**config.mk**
```make
export PLATFORM = sky130hd
export DESIGN_NAME = pipelined_control_unit
export DESIGN_NICKNAME = d
export VERILOG_FILES = /design/src/rtl/pipelined_control_unit.sv
export SDC_FILE = /design/constraint.sdc
export NUM_CORES = 1
export LEC_CHECK = 0
export BUFFER_PORTS_ARGS = -buffer_cell sky130_fd_sc_hd__buf_4
export CORE_ASPECT_RATIO = 1.25
export CORE_MARGIN = 3
export CORE_UTILIZATION = 45
export DETAILED_ROUTE_END_ITERATION = 8
export GPL_ROUTABILITY_DRIVEN = 1
export GPL_TIMING_DRIVEN = 0
export PLACE_DENSITY = 0.84
export SLEW_MARGIN = 20
export SYNTH_ARGS = -nofsm -noshare
export SYNTH_HDL_FRONTEND = slang
export SYNTH_SLANG_ARGS = --single-unit
export TNS_END_PERCENT = 5
```
**constraint.sdc**
```tcl
create_clock -name clk -period 1.9 [get_ports clk]
set_input_delay 0.57 -clock clk [delete_from_list [all_inputs] [get_ports clk]]
set_output_delay 0.57 -clock clk [all_outputs]
set_load 0.03 [all_outputs]
```
**src/rtl/pipelined_control_unit.sv**
```systemverilog
// Registered instruction decoder with memory-wait and branch-flush states.
// Define CTRL_COND_SHIFT_EN to make S-type op2=1x flag-conditioned shifts instead of NOPs.
module pipelined_control_unit #(
    parameter int unsigned IW      = 9,
    parameter int unsigned LUT_W   = 4,
    parameter int unsigned SHAMT_W = 5
) (
    input  logic               clk,
    input  logic               rst_n,
    input  logic               instr_valid,
    output logic               instr_ready,
    input  logic [IW-1:0]      instr,
    input  logic               equal,
    input  logic               lessThan,
    input  logic               mem_ack,
    output logic               ctrl_valid,
    output logic               branchEnable,
    output logic               memWrite,
    output logic               memRead,
    output logic               regWrite,
    output logic               LUTen,
    output logic               shiftEnable,
    output logic               shiftDirection,
    output logic [LUT_W-1:0]   LUTIndex,
    output logic [2:0]         Aluop,
    output logic [SHAMT_W-1:0] shiftAmount
);

    localparam int unsigned LowW = IW - 5;

    typedef enum logic [1:0] {StIdle, StMemWait, StFlush} state_e;

    typedef struct packed {
        logic               valid;
        logic               branch;
        logic               mem_write;
        logic               mem_read;
        logic               reg_write;
        logic               lut_en;
        logic               shift_en;
        logic               shift_dir;
        logic               is_load;
        logic [LUT_W-1:0]   lut_index;
        logic [2:0]         aluop;
        logic [SHAMT_W-1:0] shamt;
    } ctrl_t;

    logic [1:0]      itype;
    logic [2:0]      op3;
    logic [1:0]      op2;
    logic [LowW-1:0] low;

    assign itype = instr[IW-1:IW-2];
    assign op3   = instr[IW-3:IW-5];
    assign op2   = instr[IW-3:IW-4];
    assign low   = instr[IW-6:0];

    state_e state_q, state_d;
    ctrl_t  ctrl_q, ctrl_d;
    ctrl_t  dec;
    logic   dec_mem;
    logic   taken;
    logic   shift_go;

    // Decode of the instruction currently presented; only used on an accept edge.
    always_comb begin
        dec       = '0;
        dec.valid = 1'b1;
        dec_mem   = 1'b0;
        taken     = 1'b0;
        shift_go  = 1'b0;
        unique case (itype)
            2'b00: begin
                dec.aluop     = op3;
                dec.reg_write = (low[3:0] <= 4'd4);
            end
            2'b01: begin
                dec_mem = ~op3[2];
                unique case (op3)
                    3'b000: dec.mem_write = 1'b1;
                    3'b001: begin
                        dec.mem_read = 1'b1;
                        dec.is_load  = 1'b1;
                    end
                    3'b010, 3'b011: begin
                        dec.mem_read  = 1'b1;
                        dec.lut_en    = 1'b1;
                        dec.lut_index = low[LUT_W-1:0];
                    end
                    3'b100, 3'b101: begin
                        dec.reg_write = 1'b1;
                        dec.lut_index = low[LUT_W-1:0];
                    end
                    3'b110:  dec.reg_write = 1'b1;
                    default: ;
                endcase
            end
            2'b10: begin
                unique case (op2)
                    2'b00:   taken = equal;
                    2'b01:   taken = lessThan;
                    2'b10:   taken = equal | lessThan;
                    default: taken = 1'b1;
                endcase
                dec.branch = taken;
            end
            default: begin
`ifdef CTRL_COND_SHIFT_EN
                unique case (op2)
                    2'b00, 2'b01: shift_go = 1'b1;
                    2'b10:        shift_go = equal;
                    default:      shift_go = lessThan;
                endcase
`else
                shift_go = ~op2[1];
`endif
                if (shift_go) begin
                    dec.shift_en  = 1'b1;
                    dec.reg_write = 1'b1;
                    dec.shift_dir = op2[0];
                    dec.shamt     = SHAMT_W'(low);
                end
            end
        endcase
    end

    always_comb begin
        state_d = state_q;
        ctrl_d  = '0;
        unique case (state_q)
            StIdle: begin
                if (instr_valid) begin
                    ctrl_d = dec;
                    if (dec_mem) begin
                        state_d = StMemWait;
                    end else if (dec.branch) begin
                        state_d = StFlush;
                    end
                end
            end
            StMemWait: begin
                // Strobes hold until the cycle that carries the ack, then drop.
                if (mem_ack) begin
                    state_d = StIdle;
                end else begin
                    ctrl_d = ctrl_q;
                end
            end
            StFlush: begin
                if (instr_valid) begin
                    state_d = StIdle;
                end
            end
            default: state_d = StIdle;
        endcase
    end

    always_ff @(posedge clk or negedge rst_n) begin
        if (!rst_n) begin
            state_q <= StIdle;
            ctrl_q  <= '0;
        end else begin
            state_q <= state_d;
            ctrl_q  <= ctrl_d;
        end
    end

    assign instr_ready    = (state_q != StMemWait);
    assign ctrl_valid     = ctrl_q.valid;
    assign branchEnable   = ctrl_q.branch;
    assign memWrite       = ctrl_q.mem_write;
    assign memRead        = ctrl_q.mem_read;
    // A load writes back only in the cycle its ack arrives.
    assign regWrite       = ctrl_q.reg_write | (ctrl_q.is_load & mem_ack);
    assign LUTen          = ctrl_q.lut_en;
    assign shiftEnable    = ctrl_q.shift_en;
    assign shiftDirection = ctrl_q.shift_dir;
    assign LUTIndex       = ctrl_q.lut_index;
    assign Aluop          = ctrl_q.aluop;
    assign shiftAmount    = ctrl_q.shamt;

endmodule

```
==> results of run 1 <==
==> layout by cell type, fill, tap and decap left out, types with 2 or more instances in the layout <==
master    count
nand2_1       9
o21ai_0       5
a22o_1       12
a21o_1        2
nor3b_1       2
a32o_1        2
nor3_2        2
buf_4        46
inv_1         2
nand2b_1      3
clkbuf_4      3
ha_1          4
buf_2         2
dfrtp_1      22
==> cells in the mapped netlist <==
| cell type | instances |
|---|---|
| dfrtp_1 | 22 |
| a22o_1 | 12 |
| buf_4 | 12 |
| nand2_1 | 9 |
| o21ai_0 | 5 |
| ha_1 | 4 |
| nand2b_1 | 3 |
| a21o_1 | 2 |
| a32o_1 | 2 |
| buf_2 | 2 |
| inv_1 | 2 |
| nor3_2 | 2 |
| nor3b_1 | 2 |
| a21oi_1 | 1 |
| a221o_1 | 1 |
| and3_1 | 1 |
| and3b_1 | 1 |
| buf_6 | 1 |
| conb_1 | 1 |
| nor2_1 | 1 |
| nor2b_1 | 1 |
| nor3_1 | 1 |
| nor3_4 | 1 |
| o31ai_1 | 1 |
| o32ai_1 | 1 |
| o41ai_2 | 1 |
| or2_2 | 1 |
| or2b_1 | 1 |
| or3b_1 | 1 |
==> power by group through the flow <==
stage                     Clock (mW)  Sequential, mW  Combinational, mW
final                          0.254           0.493              0.172
after global routing           0.278           0.496              0.186
after CTS                      0.260           0.493              0.173
after detailed placement           0           0.502              0.172
after global placement             0           0.502              0.167
after floorplan                    0           0.511             0.0829
==> cells by family (layout without fill, tap and decap cells) <==
group,count (synthesis),after routing
AO/OA/AOI/OAI,26,26
adder cells (fa/ha/maj),4,4
buffers and inverters,17,55
flip-flops,22,22
other,1,1
AND/OR/NAND/NOR,25,25
==> layer usage <==
| metal | up-vias | part of all wire (%) |
|---|---|---|
| met5 | - | 0 |
| met4 | 0 | 3.2 |
| met3 | 7 | 7.5 |
| met2 | 37 | 50 |
| met1 | 444 | 39 |
| li1 | 405 | - |
==> layout make-up <==
class / count / area [um2] / area share (%)
inverter: 2 / 7.507 / 0.5277
buffer: 15 / 111.4 / 7.828
clock buffer: 4 / 36.28 / 2.551
tap: 31 / 38.79 / 2.726
sequential: 22 / 550.5 / 38.70
timing repair buffer: 34 / 255.2 / 17.94
multi-input combinational: 56 / 422.9 / 29.73
==> metrics by stage <==
stage	power [mW]	hold WS, ns	util (%)
after floorplan	0.5938	0.2744	-
after detailed placement	0.6745	0.4726	61.39
final	0.9187	0.1274	62.99
after global placement	0.6691	0.4610	61.39
after CTS	0.9266	0.1303	62.99
after global routing	0.9596	0.1329	62.99
==> worst max path at each step <==
| stage | endpoint | start | depth (start not counted) | slack [ns] |
|---|---|---|---|---|
| after floorplan | shiftAmount[0] | instr_valid | 4 | 0.40 |
| after global placement | shiftAmount[3] | instr_valid | 5 | 0.22 |
| after detailed placement | shiftAmount[3] | instr_valid | 5 | 0.20 |
| after CTS | regWrite | ctrl_q[12] | 2 | 0.27 |
| after global routing | instr_ready | state_q[1] | 2 | 0.22 |
| final | instr_ready | state_q[1] | 2 | 0.28 |
==> registers in the layout, indices dropped and copies added (netlist names), 2 cells and up <==
| signal | count |
|---|---|
| LUTIndex | 4 |
| shiftAmount | 4 |
| Aluop | 3 |
| ctrl_q | 2 |
| state_q | 2 |
==> critical path, cell delays in order, from the launching register on <==
cell and delay, ns:
dfrtp_1 0.43, nand2b_1 0.15, buf_4 0.16
==> flow_metrics.tcl, run 1 <==
set metrics [dict create \
    ys_ff_latch 22 \
    grtUsageTotal_pct 17.57 \
    grt_max_degree 23 \
    dpl-instance-area_um2 1386 \
    antenna_cells 0 \
    cts-root-buf "clkbuf_4" \
    cp.arrival_ns 1.05 \
    cts_buffers 3 \
    grt_pass1_vias 883 \
    switchingPower_mw 0.2458 \
    synth-xor-area-share_pct 0 \
    cp-start-kind "register" \
    initial_core_util_pct 48.37 \
    clock-sinks 22 \
    final_area_um2 1423 \
    synth_compound_area_share_pct 19.47 \
    io_buffers 34 \
    drc 0 \
    ir_worst_vdd_mv 0.3958 \
    drv_slew 0 \
    synth-adder-area-share_pct 4.582 \
    use_met1_pct 21.33 \
    drt_first_pass_iters 4 \
    clock.fmax_mhz 617.7 \
    rsz0062_at_grt "false" \
    clockPowerShare_pct 27.7 \
    grt_overflow 0 \
    ctsLongestPathBuffers 2 \
    r2r_start "state_q[1]" \
    synth-simple-area-share_pct 14.32 \
    die_width_um 50.07 \
    gr-usage-met3_pct 2.179 \
    fin_crit_sh_pct 85.21 \
    drive_above_1_share_pct 43.61 \
    pwr_density_cell_nw_per_um2 645.8 \
    synth_top_area_share_pct 50.40 \
    internal_power_mw 0.6729 \
    hold_path.class "in -> async" \
    die-height_um 61.09 \
    antenna_found_initial 0 \
    status "completed" \
    cp-end-kind "primary output" \
    cts_tree "yes" \
    nets 153 \
    finalNonFillerCells 164 \
    top_usage_layer "met2" \
    cts-resized-gates 0 \
    r2r_slack_ns 0.39 \
    p_leak_nw 0.7674 \
    met2_usage_pct 30.22 \
    fillers 194 \
    postSynthNetCount 114 \
    synthMuxAreaShare_pct 0 \
    cts_setup_buffers 0 \
    swShare_pct 26.75 \
    ios 36 \
    clk_latency_ns 0.31 \
    synthCells 95 \
    path_class "reg -> out" \
    h-tree-depth 1 \
    area_growth_pct 30.24 \
    ys_seq_area_share_pct 50.40 \
    wl_per_cell_um 14.63 \
    cp_max_fo 5 \
    die_area_um2 3058 \
    required_ns 1.33 \
    gp_congestion 0.8357 \
    r2r_cells 4 \
    place_hpwl_mm 1.802 \
    vias 893 \
    fin_crit_ns 1.619 \
    setup_ws_ns 0.2810 \
    fin_worst_skew_ns 0.001489 \
    setup_tns_ns 0 \
    setup_violations 0 \
    row_count 19 \
    synth_warnings 0 \
    dpl.cell_count 160 \
    synth.area.top_cells "dfrtp_1 50%, a22o_1 9.6%, buf_4 8.2%" \
    synth_cell_types 29 \
    yosys.area.top_type "dfrtp_1" \
    grt_first_pass_wirelength_mm 4.008 \
    maxCapViolations 0 \
    worst_r2r_endpoint "shiftAmount[3]" \
    drtAntennaViolNets 0 \
    hold_violations 0 \
    wl_mm 2.400 \
    core-area_um2 2258 \
    clk_pin_slew_worst_paths_ns 0.11 \
    synth_top_family_by_area "compound AO/OA/AOI/OAI gates" \
    avgSynthCellArea_um2 11.50 \
    syn_area_um2 1092 \
    place_ws_ns 0.1978 \
    cts_hold_buf 0 \
    drt_iter0_drc 18 \
    p_seq_share_pct 53.7 \
    vias_per_cell 5.445 \
    pwr-share-comb_pct 18.7 \
]
Note: power is estimated with default switching activity, not from simulation.
==> run 2: changes to the inputs <==
Settings changed: CORE_ASPECT_RATIO 1.25 to not set.
==> run 2 against run 1 <==
Count of clock-buffer cells in the layout unchanged. Highest routed layer unchanged. Sequential power about the same. Clock power decreased by 3%. Flip-flop and latch count unchanged. Cell count decreased by 1.8%. Largest power group unchanged. Routed wire length decreased by 5.9%. Clock skew increased by 0.00079 ns. Power decreased by 0.93%. Non-clock buffer count unchanged. Sequential share of layout area increased by 0.10 points. Worst setup slack improved by 0.0020 ns.
==> flow_metrics.tcl, run 2 (synthesis results as in run 1) <==
set metrics [dict create \
    r2r_cells 4 \
    drt_iter0_drc 7 \
    p_leak_nw 0.7674 \
    setup_violations 0 \
    cp.arrival_ns 1.05 \
    grtUsageTotal_pct 16.52 \
    required_ns 1.33 \
    die-height_um 55.27 \
    die_area_um2 3054 \
    setup_tns_ns 0 \
    die_width_um 55.27 \
    ctsLongestPathBuffers 2 \
    area_growth_pct 29.90 \
    cts-resized-gates 0 \
    finalNonFillerCells 161 \
    fillers 195 \
    ir_worst_vdd_mv 0.4656 \
    hold_path.class "in -> async" \
    grt_first_pass_wirelength_mm 3.981 \
    initial_core_util_pct 48.45 \
    crit_slowest_cell "dfrtp_1" \
    crit_buf_inv 1 \
    place_ws_ns 0.1910 \
    cp-end-kind "primary output" \
    vias_per_cell 5.130 \
    h-tree-depth 1 \
    pwr_density_cell_nw_per_um2 641.5 \
    core-area_um2 2255 \
    row_count 17 \
    gp_congestion 0.7458 \
    io_buffers 34 \
    seq_area_um2 550.5 \
    multiInputGateArea_um2 422.9 \
    rsz0062_at_grt "false" \
    drive_above_1_share_pct 43.61 \
    wl_per_cell_um 14.02 \
    mostFrequentLayoutCell "buf_4" \
    hold_violations 0 \
    cts_tree "yes" \
    drv_slew 0 \
    crit_chain "nand2b_1 -> buf_4" \
    antenna_cells 0 \
    clock.fmax_mhz 618.4 \
    nets 153 \
    wl_mm 2.258 \
    drtAntennaViolNets 0 \
    grt_pass1_vias 858 \
    clk_latency_ns 0.30 \
    clock-sinks 22 \
    antenna_found_initial 0 \
    slowest_delay_ns 0.43 \
    fin_crit_sh_pct 85.11 \
    layout_common_cells "46 x buf_4, 22 x dfrtp_1, 12 x a22o_1, 9 x nand2_1, 5 x o21ai_0" \
    drc 0 \
    vias 826 \
    drt_first_pass_iters 2 \
    ios 36 \
    cp_max_fo 5 \
    cp-start-kind "register" \
    clk_pin_slew_worst_paths_ns 0.11 \
    fin_crit_ns 1.617 \
    place_hpwl_mm 1.780 \
    cts_hold_buf 0 \
    cts-root-buf "clkbuf_4" \
    setup_ws_ns 0.2830 \
    path_depth 2 \
    path_class "reg -> out" \
    grt_overflow 0 \
    fin_total_pwr_mw 0.9102 \
    maxCapViolations 0 \
    dpl.cell_count 157 \
    crit_family "flip-flops" \
    status "completed" \
    fin_worst_skew_ns 0.002279 \
    cts_buffers 3 \
    cts_setup_buffers 0 \
    grt_max_degree 23 \
]
run 2: per-stage QoR:
step / util, % / hold slack (ns) / cell area (um2)
2_1_floorplan: - / 0.2744 / 1092
3_3_place_gp: 61.32 / 0.4631 / 1383
3_5_place_dp: 61.32 / 0.4635 / 1383
4_1_cts: 62.93 / 0.1268 / 1419
5_1_grt: 62.93 / 0.1248 / 1419
6_report: 62.93 / 0.1272 / 1419
run 2: power by group:
part	total (mW)	internal [mW]	switching [mW]
registers	0.494	0.483	0.0106
clock network	0.247	0.117	0.130
logic	0.170	0.0727	0.0968
total	0.910	0.673	0.237
run 2: final timing paths:
| kind | startpoint | endpoint | slack, ns |
|---|---|---|---|
| max in group asynchronous | rst_n | memWrite | 1.56 |
| worst min register to register | ctrl_valid | ctrl_valid | 0.49 |
| worst max-delay path | state_q[1] | instr_ready | 0.28 |
| worst max register to register | state_q[1] | shiftAmount[0] | 0.40 |
| min in group clk | instr[2] | shiftAmount[2] | 0.49 |
| worst min-delay path | rst_n | LUTIndex[2] | 0.13 |
run 2: final cells by class:
class                      count  share of cell area, %
clock buffer                   4                  2.557
multi-input combinational     56                  29.81
timing repair buffer          34                  17.99
tap                           28                  2.469
sequential                    22                  38.80
buffer                        15                  7.848
inverter                       2                 0.5291
run 2: per-layer routing:
layer  wire (um)  track usage [%]  vias to the layer above  share of wire (%)
li1            -                -                      404                  -
met5           0                0                        -                  0
met4          38            6.250                        0                1.7
met1         937            19.58                      401                 41
met2        1208            29.56                       17                 53
met3          73            2.804                        4                3.2
==> run 3: changes to the inputs <==
Settings changed: ABC_AREA set to 1, CORE_ASPECT_RATIO set to 1.2, PLACE_DENSITY 0.84 to 0.83.
==> run 3 against run 2 <==
Via count rose by 24%. Die area up 8.1%. Sequential power hardly changed. Count of clock-buffer cells in the layout down 1. Area after synthesis rose by 9.0%. Critical path depth up 1. Sequential share of layout area is 3.0 points lower. Worst setup slack lost 0.036 ns. Register-to-register slack better by 0.35 ns. Largest cell class unchanged.
==> flow_metrics.tcl, run 3 <==
set metrics [dict create \
    ctsLongestPathBuffers 2 \
    core-area_um2 2401 \
    synthCells 138 \
    ys_ff_latch 22 \
    wl_per_cell_um 12.45 \
    ys.flop_type "dfrtp_1" \
    pwr_density_cell_nw_per_um2 674.9 \
    die-height_um 62.36 \
    synth_edf_count 0 \
    path_class "reg -> out" \
    grt_max_degree 23 \
    clk_pin_slew_worst_paths_ns 0.13 \
    vias 1022 \
    cts_hold_buf 0 \
    ys_async_sr_fraction_pct 100.0 \
    setup_violations 0 \
    synth-simple-area-share_pct 28.89 \
    grt_first_pass_wirelength_mm 4.215 \
    cp-end-kind "primary output" \
    vias_per_cell 4.937 \
    clk_latency_ns 0.31 \
    clock.fmax_mhz 605.1 \
    antenna_found_initial 0 \
    wl_met2_mm 1.331 \
    hold_violations 0 \
    synth_top_area_share_pct 46.22 \
    cts_tree "yes" \
    required_ns 1.33 \
    drc 0 \
    syn_area_um2 1191 \
    cts-root-buf "clkbuf_4" \
    initial_core_util_pct 49.61 \
    drive_above_1_share_pct 38.07 \
    synth.most_common_cell "nand2_1" \
    synth_cell_types 23 \
    rsz0062_at_grt "false" \
    synth-xor-area-share_pct 0 \
    io_buffers 34 \
    row_count 19 \
    fin_worst_skew_ns 0.01378 \
    antenna_cells 0 \
    synthTopCellsByCount "47 x nand2_1, 22 x dfrtp_1, 12 x buf_4" \
    synthMuxAreaShare_pct 0 \
    fin_crit_ns 1.653 \
    h-tree-depth 1 \
    avgSynthCellArea_um2 8.631 \
    fin_crit_sh_pct 86.98 \
    setup.worst_path.start "state_q[1]" \
    cp.arrival_ns 1.08 \
    hold_slack_ns 0.1201 \
    yosys.area.top_type "dfrtp_1" \
    cts-resized-gates 0 \
    synth_top_family_by_area "simple AND/OR/NAND/NOR gates" \
    ys_seq_area_share_pct 46.22 \
    cts_buffers 3 \
    drtAntennaViolNets 0 \
    synth.area.top_cells "dfrtp_1 46%, nand2_1 15%, buf_4 7.6%" \
    ir_worst_vdd_mv 0.5826 \
    cp-start-kind "register" \
    synth-adder-area-share_pct 4.202 \
    wl_met3_um 205 \
    synth_compound_area_share_pct 6.933 \
    area_growth_pct 29.10 \
    grt_pass1_vias 990 \
    drv_slew 0 \
    drt-met1-wl_um 981 \
    place_hpwl_mm 2.020 \
    layout_common_cells "47 x nand2_1, 46 x buf_4, 22 x dfrtp_1, 8 x nand3_1, 8 x o21ai_1" \
    die_width_um 52.97 \
    grtUsageTotal_pct 17.09 \
    mostFrequentLayoutCell "nand2_1" \
    synth_warnings 0 \
    hold_path.class "in -> async" \
    postSynthNetCount 157 \
    drt_iter0_drc 45 \
    ios 36 \
    drt_first_pass_iters 4 \
    clock-sinks 22 \
    cp_max_fo 3 \
    grt_overflow 0 \
    topRoutingLayerUsed "met4" \
    fillers 187 \
    maxCapViolations 0 \
    p_leak_nw 0.8480 \
    setup_tns_ns 0 \
    gp_congestion 0.8651 \
    r2r_start "state_q[1]" \
    wl_mm 2.578 \
    cts_setup_buffers 0 \
    nets 196 \
    status "completed" \
    die_area_um2 3303 \
]
[run 3: final cells by class]
| class | count | area (um2) | share of cell area, % |
|---|---|---|---|
| Multi-Input combinational cell | 91 | 480.5 | 31.25 |
| Inverter | 12 | 50.05 | 3.255 |
| Timing Repair Buffer | 34 | 255.2 | 16.60 |
| Buffer | 13 | 110.1 | 7.160 |
| Clock buffer | 3 | 22.52 | 1.465 |
| Tap cell | 31 | 38.79 | 2.522 |
| Sequential cell | 22 | 550.5 | 35.80 |
| Clock inverter | 1 | 30.03 | 1.953 |
[run 3: final timing paths]
path                                  end  slack [ns]  cells after the start
setup reg to reg                  memRead        0.75                      6
hold reg to reg            shiftAmount[1]        0.50                      2
max in group asynchronous        Aluop[2]        1.55                      1
hold / removal                LUTIndex[1]        0.12                      1
min in group clk           shiftAmount[2]        0.47                      3
setup / recovery              instr_ready        0.25                      3
[run 3: stage by stage]
step	util [%]	setup WS (ns)	cell area (um2)	power [mW]	instances
after floorplan	-	0.5166	1191	0.6113	138
after global placement	61.86	0.3991	1485	0.6846	203
after detailed placement	61.86	0.3497	1485	0.6906	203
after CTS	64.04	0.2357	1538	1.045	207
after global routing	64.04	0.2023	1538	1.086	207
final	64.04	0.2474	1538	1.038	207
[run 3: routing by layer]
layer	GRT usage [%]	vias up
met3	2.392	6
met4	9.265	0
met5	0	-
met2	29.19	50
li1	-	506
met1	19.75	460
[run 3: kinds of logic (layout without fill, tap and decap cells)]
kind of cell    after synthesis  count (layout)
compound gates               15              15
fa+ha+maj                     4               4
buf+inv                      25              63
flops                        22              22
other cells                   1               1
simple gates                 71              71
[run 3: where the power goes]
part	switching [mW]	internal [mW]	total, mW	leakage, nW
combinational	0.117	0.0722	0.189	0.518
sequential	0.00967	0.483	0.493	0.302
clock	0.143	0.213	0.356	0.0279
total	0.269	0.769	1.04	0.848
[run 3: critical path: stages, from the launching register on]
cell and delay [ns]:
dfrtp_1 0.42, inv_2 0.12, nand2_1 0.06, buf_4 0.16
